## config.mk

```make
export PLATFORM = sky130hd
export DESIGN_NAME = xo_board_ctrl
export DESIGN_NICKNAME = d
export VERILOG_FILES = /design/src/rtl/xo_board_ctrl.sv
export SDC_FILE = /design/constraint.sdc
export NUM_CORES = 1
export LEC_CHECK = 0
export ABC_AREA = 1
export BUFFER_PORTS_ARGS = -buffer_cell sky130_fd_sc_hd__buf_2
export CAP_MARGIN = 30
export CORE_MARGIN = 10
export CORE_UTILIZATION = 55
export CTS_CLUSTER_DIAMETER = 120
export DETAILED_ROUTE_END_ITERATION = 8
export GPL_TIMING_DRIVEN = 0
export PLACE_DENSITY = 0.77
export SLEW_MARGIN = 20
export SYNTH_ARGS = -nofsm -noshare
export SYNTH_HDL_FRONTEND = slang
export SYNTH_SLANG_ARGS = --single-unit
```

## constraint.sdc

```tcl
create_clock -name clk -period 2.9 [get_ports clk]
set_input_delay 0.145 -clock clk [delete_from_list [all_inputs] [get_ports clk]]
set_output_delay 0.145 -clock clk [all_outputs]
set_load 0.02 [all_outputs]
```

## src/rtl/xo_board_ctrl.sv

```systemverilog
// Tic-tac-toe board controller: button-driven cursor, place/check/win/draw
// sequencing, and a one-cycle registered pixel lookup for the renderer.
module xo_board_ctrl #(
    parameter int BOARD_X = 80,
    parameter int BOARD_Y = 60,
    parameter int CELL_W  = 160,
    parameter int CELL_H  = 120,
    parameter int CUR_T   = 3
) (
    input  logic       clk,
    input  logic       rst_n,
    input  logic       btn_up,
    input  logic       btn_down,
    input  logic       btn_left,
    input  logic       btn_right,
    input  logic       btn_place,
    input  logic       btn_restart,
    input  logic [9:0] scan_x,
    input  logic [8:0] scan_y,
    output logic [9:0] cell_x,
    output logic [8:0] cell_y,
    output logic [1:0] cell_mark,
    output logic       in_board,
    output logic       cursor_hit,
    output logic       turn,
    output logic [1:0] game_state,
    output logic [1:0] winner,
    output logic [7:0] win_line
);

    // state | meaning
    // PLAY  | accepting cursor moves and place
    // CHECK | one cycle: evaluate lines on the freshly written board
    // WIN   | a line was completed; only restart is honoured
    // DRAW  | board full with no line; only restart is honoured
    typedef enum logic [1:0] {
        ST_PLAY  = 2'b00,
        ST_CHECK = 2'b01,
        ST_WIN   = 2'b10,
        ST_DRAW  = 2'b11
    } state_t;

    localparam logic [1:0] MARK_X = 2'b01;
    localparam logic [1:0] MARK_O = 2'b10;

    localparam logic [10:0] X_LO  = 11'(BOARD_X);
    localparam logic [10:0] X_M1  = 11'(BOARD_X + CELL_W);
    localparam logic [10:0] X_M2  = 11'(BOARD_X + 2 * CELL_W);
    localparam logic [10:0] X_HI  = 11'(BOARD_X + 3 * CELL_W);
    localparam logic [10:0] Y_LO  = 11'(BOARD_Y);
    localparam logic [10:0] Y_M1  = 11'(BOARD_Y + CELL_H);
    localparam logic [10:0] Y_M2  = 11'(BOARD_Y + 2 * CELL_H);
    localparam logic [10:0] Y_HI  = 11'(BOARD_Y + 3 * CELL_H);
    localparam logic [9:0]  CX0   = 10'(BOARD_X);
    localparam logic [9:0]  CX1   = 10'(BOARD_X + CELL_W);
    localparam logic [9:0]  CX2   = 10'(BOARD_X + 2 * CELL_W);
    localparam logic [8:0]  CY0   = 9'(BOARD_Y);
    localparam logic [8:0]  CY1   = 9'(BOARD_Y + CELL_H);
    localparam logic [8:0]  CY2   = 9'(BOARD_Y + 2 * CELL_H);
    localparam logic [10:0] T_LO  = 11'(CUR_T);
    localparam logic [10:0] T_HIX = 11'(CELL_W - CUR_T);
    localparam logic [10:0] T_HIY = 11'(CELL_H - CUR_T);

    function automatic logic [3:0] cell_idx(input logic [1:0] r, input logic [1:0] c);
        return {1'b0, r, 1'b0} + {2'b00, r} + {2'b00, c};
    endfunction

    function automatic logic [1:0] wrap_inc(input logic [1:0] v);
        return (v == 2'd2) ? 2'd0 : v + 2'd1;
    endfunction

    function automatic logic [1:0] wrap_dec(input logic [1:0] v);
        return (v == 2'd0) ? 2'd2 : v - 2'd1;
    endfunction

    function automatic logic [1:0] line_mark(input logic [1:0] a, input logic [1:0] b,
                                             input logic [1:0] c);
        return (a != 2'b00 && a == b && b == c) ? a : 2'b00;
    endfunction

    state_t      state_q;
    logic [1:0]  board_q [9];
    logic [1:0]  cur_row_q, cur_col_q;
    logic        turn_q;
    logic [1:0]  winner_q;
    logic [7:0]  win_line_q;

    logic [5:0]  btn_now, btn_q, btn_rise;
    logic        ev_restart, ev_place, ev_up, ev_down, ev_left, ev_right;

    logic [1:0]  line_m [8];
    logic [7:0]  lines_hit;
    logic [1:0]  win_mark;
    logic        board_full;
    logic [3:0]  cur_idx;

    assign btn_now  = {btn_restart, btn_place, btn_up, btn_down, btn_left, btn_right};
    assign btn_rise = btn_now & ~btn_q;

    // Delayed copies reset high so a button held through reset is not an edge.
    always_ff @(posedge clk or negedge rst_n) begin
        if (!rst_n) btn_q <= '1;
        else        btn_q <= btn_now;
    end

    always_comb begin
        ev_restart = btn_rise[5];
        ev_place   = btn_rise[4] & ~btn_rise[5];
        ev_up      = btn_rise[3] & ~|btn_rise[5:4];
        ev_down    = btn_rise[2] & ~|btn_rise[5:3];
        ev_left    = btn_rise[1] & ~|btn_rise[5:2];
        ev_right   = btn_rise[0] & ~|btn_rise[5:1];
    end

    always_comb begin
        line_m[0] = line_mark(board_q[0], board_q[1], board_q[2]);
        line_m[1] = line_mark(board_q[3], board_q[4], board_q[5]);
        line_m[2] = line_mark(board_q[6], board_q[7], board_q[8]);
        line_m[3] = line_mark(board_q[0], board_q[3], board_q[6]);
        line_m[4] = line_mark(board_q[1], board_q[4], board_q[7]);
        line_m[5] = line_mark(board_q[2], board_q[5], board_q[8]);
        line_m[6] = line_mark(board_q[0], board_q[4], board_q[8]);
        line_m[7] = line_mark(board_q[2], board_q[4], board_q[6]);
        lines_hit = 8'h00;
        win_mark  = 2'b00;
        for (int i = 0; i < 8; i++) begin
            lines_hit[i] = |line_m[i];
            win_mark     = win_mark | line_m[i];
        end
        board_full = 1'b1;
        for (int i = 0; i < 9; i++) begin
            if (board_q[i] == 2'b00) board_full = 1'b0;
        end
    end

    assign cur_idx = cell_idx(cur_row_q, cur_col_q);

    always_ff @(posedge clk or negedge rst_n) begin
        if (!rst_n) begin
            state_q    <= ST_PLAY;
            for (int i = 0; i < 9; i++) board_q[i] <= 2'b00;
            cur_row_q  <= 2'd1;
            cur_col_q  <= 2'd1;
            turn_q     <= 1'b0;
            winner_q   <= 2'b00;
            win_line_q <= 8'h00;
        end else if (ev_restart) begin
            state_q    <= ST_PLAY;
            for (int i = 0; i < 9; i++) board_q[i] <= 2'b00;
            cur_row_q  <= 2'd1;
            cur_col_q  <= 2'd1;
            turn_q     <= 1'b0;
            winner_q   <= 2'b00;
            win_line_q <= 8'h00;
        end else begin
            case (state_q)
                ST_PLAY: begin
                    if (ev_place) begin
                        if (board_q[cur_idx] == 2'b00) begin
                            board_q[cur_idx] <= turn_q ? MARK_O : MARK_X;
                            state_q          <= ST_CHECK;
                        end
                    end else if (ev_up) begin
                        cur_row_q <= wrap_dec(cur_row_q);
                    end else if (ev_down) begin
                        cur_row_q <= wrap_inc(cur_row_q);
                    end else if (ev_left) begin
                        cur_col_q <= wrap_dec(cur_col_q);
                    end else if (ev_right) begin
                        cur_col_q <= wrap_inc(cur_col_q);
                    end
                end
                ST_CHECK: begin
                    if (|lines_hit) begin
                        win_line_q <= lines_hit;
                        winner_q   <= win_mark;
                        state_q    <= ST_WIN;
                    end else if (board_full) begin
                        state_q    <= ST_DRAW;
                    end else begin
                        turn_q     <= ~turn_q;
                        state_q    <= ST_PLAY;
                    end
                end
                default: ;
            endcase
        end
    end

    assign turn       = turn_q;
    assign game_state = state_q;
    assign winner     = winner_q;
    assign win_line   = win_line_q;

    logic [10:0] sx, sy, dx, dy;
    logic [1:0]  col_d, row_d;
    logic [9:0]  cell_x_d, cell_x_q;
    logic [8:0]  cell_y_d, cell_y_q;
    logic [1:0]  cell_mark_d, cell_mark_q;
    logic        in_board_d, in_board_q;
    logic        cursor_hit_d, cursor_hit_q;

    // Cell lookup by threshold compares; dx/dy are only meaningful inside the board.
    always_comb begin
        sx = {1'b0, scan_x};
        sy = {2'b00, scan_y};
        if (sx < X_M1)      begin col_d = 2'd0; cell_x_d = CX0; end
        else if (sx < X_M2) begin col_d = 2'd1; cell_x_d = CX1; end
        else                begin col_d = 2'd2; cell_x_d = CX2; end
        if (sy < Y_M1)      begin row_d = 2'd0; cell_y_d = CY0; end
        else if (sy < Y_M2) begin row_d = 2'd1; cell_y_d = CY1; end
        else                begin row_d = 2'd2; cell_y_d = CY2; end
        in_board_d   = (sx >= X_LO) && (sx < X_HI) && (sy >= Y_LO) && (sy < Y_HI);
        dx           = sx - {1'b0, cell_x_d};
        dy           = sy - {2'b00, cell_y_d};
        cell_mark_d  = in_board_d ? board_q[cell_idx(row_d, col_d)] : 2'b00;
        cursor_hit_d = in_board_d && (row_d == cur_row_q) && (col_d == cur_col_q) &&
                       ((dx < T_LO) || (dx >= T_HIX) || (dy < T_LO) || (dy >= T_HIY));
    end

    always_ff @(posedge clk or negedge rst_n) begin
        if (!rst_n) begin
            cell_x_q     <= '0;
            cell_y_q     <= '0;
            cell_mark_q  <= '0;
            in_board_q   <= 1'b0;
            cursor_hit_q <= 1'b0;
        end else begin
            cell_x_q     <= cell_x_d;
            cell_y_q     <= cell_y_d;
            cell_mark_q  <= cell_mark_d;
            in_board_q   <= in_board_d;
            cursor_hit_q <= cursor_hit_d;
        end
    end

    assign cell_x     = cell_x_q;
    assign cell_y     = cell_y_q;
    assign cell_mark  = cell_mark_q;
    assign in_board   = in_board_q;
    assign cursor_hit = cursor_hit_q;

endmodule

```

==> results.toml <==
[sta]
relative_slew_slack_pct = 50.4
rsz0062_at_grt = "true"
final_min_period_over_clock_period_pct = 98.6
finalWorstPathRequiredPeriod_ns = 2.86
final.setup_skew_ns = 0.0109
max_slew.worst_pin.slew_ns = 0.742
final_max_slew_viol_count = 0
hold_viol_final = 0
fin_setup_tns_ns = 0
clock.fmax_ghz = 0.350
setup_violations = 0
layout_setup_ws_ns = 0.0416

[synth]
netlist-cell-type-count = 41
syn_area_um2 = 4330
number_of_standard_cells_after_synthesis = 651
synth_seq_cells = 54
synth.avg_cell_area_um2 = 6.65
ys_warn_count = 0
synth_seq_area_share_pct = 31.5

[clocking]
clock_tree.htree_level_count = 2
cts_buffer_count = 5
cts_tree = "done"
clock-root-buffer = "sky130_fd_sc_hd__clkbuf_8"
clock_insertion_delay_worst_skew_ns = 0.32
clk_pin_slew_worst_paths_ns = 0.10
clock_tree.buffer_depth = 2
cts_num_sinks = 54

[setup_path]
crit_path_cell_trace = "fa_1, ha_2, inv_2, fa_2, inv_2, o31ai_4, nand3_4, buf_4, nand2_1, nand2_1, nand3_2, nand2_1"
critPathKind = "flip-flop to flip-flop"
r2r_start = "cur_row_q[1]"
worst-endpoint-required_ns = 3.12
timing.critical_path.slowest_stage_cell = "sky130_fd_sc_hd__fa_2"
worst-r2r-setup-slack_ns = 0.04
critPathArrivalTime_ns = 3.08
path_buf_inv = 3
worstPathMaxFanout = 5
path_common_cell = "sky130_fd_sc_hd__nand2_1"
reg2reg_to = "game_state[0]"
register_to_register_path_depth = 12
startpoint_type = "flip-flop"
end_kind = "flip-flop"
slowest_delay_ns = 0.58
crit_family = "adder cells"

[hold_path]
hold_start = "scan_y[8]"
timing.hold.worst_path_depth = 3
hold_path_end = "cell_y[8]"
worst_hold_path_type = "input pin to flip-flop"

[route]
first_pass_iters = 7
via_per_inst = 5.33
antenna_left = 0
drc = 0
postRouteWirelength_mm = 12.1
initialDrtViolationCount = 274
detailroute.via_count = 4452
post_drt_wl_per_cell_um = 14.4

[cells_and_area]
commonest_non_fill_non_tap_cell_in_the_layout = "sky130_fd_sc_hd__nand2_1"
mostFrequentLayoutCells = "sky130_fd_sc_hd__nand2_1, sky130_fd_sc_hd__inv_1, sky130_fd_sc_hd__nor2_1"
area_growth_syn_to_fin_pct = 16.9
num-nets-final = 785
utilization_after_layout_pct = 65.8
insertedDiodeCount = 0
drive_above_1_share_pct = 18.8

[placed_design]
io_buffer_count = 54
dpl.hpwl_mm = 9.34
placement.setup.worst_slack_ns = 0.0188
place_congestion = 0.937

[power_and_ir_drop]
ir_worst_vdd_mv = 0.575
power_per_cell_area_nw_per_um2 = 899
total_power_uw = 4550
leakagePower_uw = 0.00289

[die]
start_util_pct = 56.3
core_area_um2 = 7690
die_area_um2 = 11800
fp.dieW_um = 109
dieHeight_um = 109
fp-row-count = 32
top_level_ports = 63

[grt]
via_count_of_the_first_global_routing_pass = 4143
antenna_found_initial = 0
global_route.usage.total_pct = 20.4
overflow_after_grt = 0
grt_pass1_wl_mm = 19.9
grt_max_degree = 55

[status]
run_status = "finished, final reports clean"

[job]
max_cap_viol_count = 0
## kinds of logic (layout without fill, tap and decap cells)
family          count (synthesis)  after routing  share of synthesized area, %
xor+xnor                        7              7                          1.42
fa+ha+maj                      25             25                          8.27
compound gates                 67             67                          8.79
buf+inv                       112            187                          11.5
simple gates                  384            385                          38.4
flops                          54             54                          31.5
other cells                     2              9                         0.174
## worst reg2reg max path: stages (launching register included)
cell and delay, ns:
sky130_fd_sc_hd__dfrtp_2 0.45, sky130_fd_sc_hd__fa_1 0.52, sky130_fd_sc_hd__ha_2 0.17, sky130_fd_sc_hd__inv_2 0.04, sky130_fd_sc_hd__fa_2 0.58, sky130_fd_sc_hd__inv_2 0.08, sky130_fd_sc_hd__o31ai_4 0.34, sky130_fd_sc_hd__nand3_4 0.14
sky130_fd_sc_hd__buf_4 0.16, sky130_fd_sc_hd__nand2_1 0.09, sky130_fd_sc_hd__nand2_1 0.07, sky130_fd_sc_hd__nand3_2 0.07, sky130_fd_sc_hd__nand2_1 0.05
## sequential cells by signal, indices dropped and copies added (netlist names), 4 cells and up
name,flops
btn_q,6
cell_y,4
win_line,8
board_q,18
cell_x,5
## synth_stat cells
cell | n | share of area [%]
sky130_fd_sc_hd__nand2_1 | 218 | 19
sky130_fd_sc_hd__inv_1 | 81 | 7.0
sky130_fd_sc_hd__nor2_1 | 62 | 5.4
sky130_fd_sc_hd__nand3_1 | 53 | 6.1
sky130_fd_sc_hd__dfrtp_1 | 46 | 27
sky130_fd_sc_hd__nand4_1 | 23 | 3.3
sky130_fd_sc_hd__o21ai_0 | 23 | 2.7
sky130_fd_sc_hd__a21oi_1 | 20 | 2.3
sky130_fd_sc_hd__ha_1 | 19 | 5.5
sky130_fd_sc_hd__buf_4 | 11 | 1.9
sky130_fd_sc_hd__inv_2 | 9 | 0.78
sky130_fd_sc_hd__dfstp_2 | 8 | 4.9
sky130_fd_sc_hd__fa_1 | 6 | 2.8
sky130_fd_sc_hd__nand2_2 | 6 | 0.87
sky130_fd_sc_hd__o21ai_1 | 6 | 0.69
sky130_fd_sc_hd__xor2_1 | 6 | 1.2
sky130_fd_sc_hd__nand3_2 | 5 | 1.2
sky130_fd_sc_hd__buf_6 | 4 | 1.0
sky130_fd_sc_hd__nor2_2 | 4 | 0.58
sky130_fd_sc_hd__nor3_1 | 4 | 0.46
sky130_fd_sc_hd__or2_2 | 4 | 0.58
sky130_fd_sc_hd__a31oi_1 | 3 | 0.43
sky130_fd_sc_hd__buf_2 | 3 | 0.35
sky130_fd_sc_hd__clkbuf_1 | 3 | 0.26
sky130_fd_sc_hd__o211ai_1 | 3 | 0.52
sky130_fd_sc_hd__conb_1 | 2 | 0.17
sky130_fd_sc_hd__nand3b_1 | 2 | 0.35
sky130_fd_sc_hd__nor3_2 | 2 | 0.46
sky130_fd_sc_hd__o21bai_1 | 2 | 0.35
sky130_fd_sc_hd__o22ai_1 | 2 | 0.29
sky130_fd_sc_hd__a21oi_2 | 1 | 0.20
sky130_fd_sc_hd__a22oi_1 | 1 | 0.17
sky130_fd_sc_hd__a311oi_1 | 1 | 0.20
sky130_fd_sc_hd__inv_4 | 1 | 0.14
sky130_fd_sc_hd__nor3b_1 | 1 | 0.17
sky130_fd_sc_hd__o21a_1 | 1 | 0.17
sky130_fd_sc_hd__o21ai_2 | 1 | 0.20
sky130_fd_sc_hd__o221ai_1 | 1 | 0.20
sky130_fd_sc_hd__o311ai_0 | 1 | 0.20
sky130_fd_sc_hd__o31ai_1 | 1 | 0.17
sky130_fd_sc_hd__xnor2_1 | 1 | 0.20
## area by class of cell
class	count	area (µm²)
Buffer	21	154
Multi-Input combinational cell	493	2540
Clock buffer	5	68.8
Inverter	91	344
Fill cell	693	2630
Tap cell	102	128
Clock inverter	3	68.8
Sequential cell	54	1360
Timing Repair Buffer	67	388
## per-stage QoR
step | hold slack (ns) | cells | cell area, µm²
3_3_place_gp | 0.261 | 814 | 4750
4_1_cts | 0.164 | 829 | 4970
5_1_grt | 0.197 | 836 | 5060
3_5_place_dp | 0.234 | 814 | 4750
2_1_floorplan | -0.151 | 658 | 4350
6_report | 0.162 | 836 | 5060
## layer usage
metal | global-route usage, % | routed length [µm] | vias up
met5 | 0 | 0 | -
met3 | 3.24 | 826 | 11
met2 | 34.7 | 5720 | 148
met1 | 27.0 | 5420 | 2064
met4 | 4.05 | 98 | 0
li1 | - | - | 2229
## worst max-delay path by stage
stage                            start            end  slack, ns  depth (start not counted)
after global routing      cur_row_q[1]     board_q[8]      -0.12                         13
after global placement       scan_y[7]   cell_mark[0]       0.06                         12
after CTS                 cur_row_q[1]     board_q[9]       0.01                         11
final                     cur_row_q[1]  game_state[0]       0.04                         12
after floorplan           cur_row_q[1]    board_q[10]       0.35                         13
after detailed placement     scan_y[7]   cell_mark[0]       0.02                         12
## repair_timing
item,CTS,global route
gates resized for setup,1,13
hold buffers,7,0
pin swaps,1,7
setup endpoints to repair,2,19
hold endpoints to repair,52,0
buffers inserted,0,6
cloned,0,1
## where the power goes
part           switching [µW]  total, µW  internal (µW)
combinational            1880       2910           1030
sequential                147       1030            886
clock                     260        606            346
Note: power is estimated with default switching activity, not from simulation.
